$ cat src/rtl/instr_fetch_stage.sv
// Instruction fetch stage: req/ack fetch of the current PC into a one-word
// buffer, then hand-off to decode through the IF/ID register.
module instr_fetch_stage #(
   parameter logic [31:0] NOP_INSTR   = 32'h0000_0000,
   parameter int          ACK_TIMEOUT = 255
) (
   input  logic        clk,
   input  logic        rst_n,
   input  logic [31:0] pc,
   input  logic        stall,
   input  logic        flush,
   output logic        busy,
   output logic        mem_req,
   output logic [31:0] mem_addr,
   input  logic        mem_ack,
   input  logic [31:0] mem_rdata,
   output logic        if_valid,
   output logic [31:0] if_pc,
   output logic [31:0] if_instr,
   output logic        fault
);

   typedef enum logic [1:0] {IDLE, REQ, DONE, FAULT} state_t;

   typedef struct packed {
      logic        valid;
      logic [31:0] pc;
      logic [31:0] instr;
   } ifid_t;

   localparam logic [15:0] TMO_LAST = 16'(ACK_TIMEOUT - 1);

   state_t      state, state_nxt;
   logic [15:0] tmo_cnt, tmo_cnt_nxt;
   logic [31:0] buf_pc, buf_instr;
   logic        capture;
   logic        aligned;
   ifid_t       ifid, ifid_nxt;

   assign aligned = (pc[1:0] == 2'b00);

   always_ff @(posedge clk or negedge rst_n) begin
      if (!rst_n) begin
         state   <= IDLE;
         tmo_cnt <= '0;
      end else begin
         state   <= state_nxt;
         tmo_cnt <= tmo_cnt_nxt;
      end
   end

   // A misaligned PC wins over everything, including flush and a stray ack.
   always_comb begin
      state_nxt   = state;
      tmo_cnt_nxt = tmo_cnt;
      capture     = 1'b0;
      case (state)
         IDLE:  state_nxt = REQ;
         REQ: begin
            if (!aligned) begin
               state_nxt = FAULT;
            end else if (flush) begin
               tmo_cnt_nxt = '0;
            end else if (mem_ack) begin
               capture     = 1'b1;
               tmo_cnt_nxt = '0;
               state_nxt   = DONE;
            end else if (tmo_cnt == TMO_LAST) begin
               state_nxt = FAULT;
            end else begin
               tmo_cnt_nxt = tmo_cnt + 16'd1;
            end
         end
         DONE: begin
            if (flush || !stall) state_nxt = REQ;
         end
         FAULT: state_nxt = FAULT;
         default: state_nxt = IDLE;
      endcase
   end

   assign busy     = (state != DONE);
   assign mem_req  = (state == REQ) && aligned;
   assign mem_addr = pc;
   assign fault    = (state == FAULT);

   always_ff @(posedge clk or negedge rst_n) begin
      if (!rst_n) begin
         buf_pc    <= '0;
         buf_instr <= NOP_INSTR;
      end else if (capture) begin
         buf_pc    <= pc;
         buf_instr <= mem_rdata;
      end
   end

   // IF/ID: load on leaving DONE, bubble when nothing to give or on flush,
   // otherwise hold while decode stalls.
   always_comb begin
      ifid_nxt = ifid;
      if (state == FAULT) begin
         ifid_nxt.valid = 1'b0;
         if (!stall) ifid_nxt.instr = NOP_INSTR;
      end else if (state == DONE && !flush && !stall) begin
         ifid_nxt.valid = 1'b1;
         ifid_nxt.pc    = buf_pc;
         ifid_nxt.instr = buf_instr;
      end else if (flush || (state != DONE && !stall)) begin
         ifid_nxt.valid = 1'b0;
         ifid_nxt.instr = NOP_INSTR;
      end
   end

   always_ff @(posedge clk or negedge rst_n) begin
      if (!rst_n) begin
         ifid.valid <= 1'b0;
         ifid.pc    <= '0;
         ifid.instr <= NOP_INSTR;
      end else begin
         ifid <= ifid_nxt;
      end
   end

   assign if_valid = ifid.valid;
   assign if_pc    = ifid.pc;
   assign if_instr = ifid.instr;

endmodule

$ cat config.mk
export PLATFORM = sky130hd
export DESIGN_NAME = instr_fetch_stage
export DESIGN_NICKNAME = d
export VERILOG_FILES = /design/src/rtl/instr_fetch_stage.sv
export SDC_FILE = /design/constraint.sdc
export NUM_CORES = 1
export LEC_CHECK = 0
export BUFFER_PORTS_ARGS = -buffer_cell sky130_fd_sc_hd__buf_2
export CORE_MARGIN = 2
export CORE_UTILIZATION = 40
export DETAILED_ROUTE_END_ITERATION = 10
export HOLD_SLACK_MARGIN = 0.05
export PLACE_DENSITY = 0.64
export SYNTH_ARGS = -nofsm -noshare
export SYNTH_HDL_FRONTEND = slang
export SYNTH_SLANG_ARGS = --single-unit
$ cat constraint.sdc
create_clock -name clk -period 4.1 [get_ports clk]
set_input_delay 0.205 -clock clk [delete_from_list [all_inputs] [get_ports clk]]
set_output_delay 0.205 -clock clk [all_outputs]
set_load 0.01 [all_outputs]
==> results.py <==
metrics = {
    "global_route": {
        "grt_pass1_vias": 4318,
        "grt-ovfl-total": 0,
        "grt_use_total_pct": 16.7,
        "grt_max_degree": 109,
        "grt_pass1_wl_um": 21300,
        "grt_antenna_before_repair": 0,
    },
    "clocking": {
        "cts.sinks": 147,
        "cts_buffers": 17,
        "insertion_delay_ps": 420,
        "cts_tree": "done",
        "ctsLongestPathBuffers": 2,
        "root_buffer": "clkbuf_16",
        "cts_htree_levels": 4,
        "clkSlewWorstSetupHoldPaths_ps": 60,
    },
    "cells_and_area": {
        "fin_util_pct": 54.9,
        "fill_cells": 1223,
        "final_cell_area_um2": 8040,
        "antenna_cells": 0,
        "multiInputGateArea_um2": 1970,
        "syn_to_final_growth_pct": 33.3,
        "seqCellArea_um2": 3680,
        "layout-drive-gt1-share_pct": 45.5,
        "nets": 701,
    },
    "run": {
        "drv_cap": 0,
    },
    "setup_path": {
        "cp_num_cells": 6,
        "reg2reg_depth": 6,
        "critPathMaxFanout": 64,
        "slowest_stage": "or4b_1",
        "worstReg2RegStart": "state[1]",
        "cpPeakStageDelay_ps": 710,
        "worstSetupStartpoint": "state[1]",
        "crit_buf_inv": 2,
        "crit_type": "reg2reg",
        "worstPathRequired_ps": 4400,
        "cp_cell_sequence": "or4b_1, inv_6, nand2_2, nor2_4, buf_4, mux2_2",
        "cp.arrival_ps": 3070,
        "worstSetupStartpointType": "register",
        "crit_family": "simple AND/OR/NAND/NOR gates",
        "crit_path_end_kind": "register",
    },
    "route": {
        "wl_per_cell_um": 15.2,
        "wl_um": 12600,
        "via_per_inst": 4.92,
        "first_iter_violations": 164,
        "num_vias": 4067,
        "route.detailed.drc": 0,
        "first_pass_iters": 4,
        "postRouteAntennaNets": 0,
    },
    "timing": {
        "tightest_slew_ps": 1030,
        "relSlewSlack_pct": 31.4,
        "rsz0062_at_grt": "no",
        "fin_tns_setup_ps": 0,
        "period_share_pct": 67.4,
        "clock-skew-final_ps": 8.12,
        "layout_min_cycle_time_ps": 2760,
        "hold_viol": 0,
        "finalMaxSlewViolations": 0,
        "setup_viol": 0,
        "fmax_ghz": 0.362,
    },
    "place": {
        "dp_hpwl_um": 7630,
        "place_area_um2": 6780,
        "port_buffers": 168,
        "gp_congestion": 0.815,
    },
    "power": {
        "vdd_ir_drop_max_uv": 284,
        "cellLeakagePower_nw": 4.24,
        "total_power_mw": 3.28,
        "power_density_nw_per_um2": 408,
    },
    "hold_path": {
        "hp-start": "flush",
        "min_path_type": "in2reg",
        "whs_path_depth": 2,
    },
    "logic_synthesis": {
        "synth_cells": 429,
        "yosysTopAreaCell": "dfrtp_1",
        "seq_area_frac_synth_pct": 61.0,
        "ys_seq_elements": 147,
        "ys_types": 43,
        "syn_avg_cell_area_um2": 14.1,
        "synth_area_leaders": "dfrtp_1, mux2_2, buf_4",
        "yosys.area.top_type_share_pct": 61.0,
        "yosysWarnings": 0,
        "syn_nets": 500,
        "netlist_area_um2": 6030,
    },
    "floorplan": {
        "start_util_pct": 41.2,
        "dieArea_um2": 16100,
        "die_x_um": 127,
        "die_h_um": 127,
        "coreArea_um2": 14600,
        "ios": 169,
        "num_rows": 44,
    },
    "status": {
        "outcome": "finished, final reports clean",
    },
}
## metal layers
metal | GRT usage [%] | up-vias | routed length, um
met5 | 0 | - | 0
met1 | 20.1 | 2024 | 5380
li1 | - | 1916 | -
met3 | 5.95 | 17 | 776
met4 | 6.46 | 0 | 166
met2 | 27.6 | 110 | 6230
## power by group
group / switching (mW) / internal (mW) / leakage [nW] / total, mW
sequential: 0.0117 / 1.47 / 2.02 / 1.48
combinational: 0.0793 / 0.0907 / 1.91 / 0.170
clock: 0.596 / 1.04 / 0.304 / 1.63
## synthesized netlist by cell type
library cell	n
nor3_2	1
clkbuf_1	10
nor3_1	3
a21boi_1	1
o22ai_1	1
or2_2	3
nand3b_1	1
a22o_1	32
nand4_4	1
or4_1	2
nand3_1	8
mux2i_1	2
nor2b_1	3
nand2_1	9
and4b_1	2
o21ai_0	10
and3_1	2
and4_1	5
o21bai_1	1
buf_2	3
o211ai_1	2
nor2_1	4
inv_6	1
mux2_2	81
nand2_4	1
buf_12	1
xor2_1	1
a21oi_1	13
nand4_1	4
ha_1	2
dfrtp_1	147
nor2_4	1
and2_1	1
nor4_1	1
inv_1	5
buf_4	38
or4b_1	1
buf_6	1
or3_1	8
mux2_1	13
nand2_2	1
a21o_1	1
or2b_1	1
## metrics by stage
step	hold slack [ps]	cells	worst slack (ps)
floorplan	-90.6	429	2070
global placement	391	731	1410
detailed placement	407	731	1350
CTS	113	826	1340
global route	133	826	1240
finish	140	826	1340
## what timing repair did
| item | in CTS | in global routing |
|---|---|---|
| gates resized for setup | 0 | 0 |
| hold buffers | 64 | 0 |
| hold endpoints to repair | 170 | 0 |
| setup buffers | 0 | 0 |
## final cells by class
class	instances	area share (%)
well taps	184	2.86
clock buffers	19	5.51
flip-flops and latches	147	45.7
inverters	6	0.342
multi-input cells	223	24.6
clock inverters	12	2.21
repair buffers	235	18.8
## path summary, 6_finish.rpt
kind | slack, ps | endpoint
max reg2reg | 1340 | buf_instr[30]
min | 140 | if_valid
max in group asynchronous | 2560 | if_instr[8]
min reg2reg | 480 | buf_pc[28]
min in group asynchronous | 470 | buf_pc[14]
max | 1340 | buf_instr[30]
## cells in the final DEF (no fill, tap or decap), types with 4 or more instances in the layout
cell / instances
nand2_1: 9
buf_2: 167
dfrtp_1: 147
dlygate4sd3_1: 64
nand3_1: 8
a22o_1: 32
bufinv_16: 4
inv_6: 5
o21ai_0: 10
and4_1: 5
or3_1: 8
nand4_1: 4
clkbuf_16: 17
mux2_2: 81
inv_1: 5
mux2_1: 13
nor2_1: 4
a21oi_1: 13
## cell families (layout without fill, tap and decap cells)
family | after synthesis | count (layout) | share of synthesized area [%]
xor gates and xnor gates | 1 | 1 | 0.145
adders and majority gates | 2 | 2 | 0.415
buffers and inverters | 59 | 272 | 6.58
DFF | 147 | 147 | 61.0
AOI/OAI and AO/OA | 61 | 61 | 7.28
and+or+nand+nor | 63 | 63 | 6.72
muxes | 96 | 96 | 17.9
## registers in the layout, indices dropped and copies added, names as in the netlist
name / count
tmo_cnt: 16
if_pc: 32
buf_instr: 32
state: 2
buf_pc: 32
if_valid: 1
if_instr: 32
Note: power is estimated with default switching activity, not from simulation.
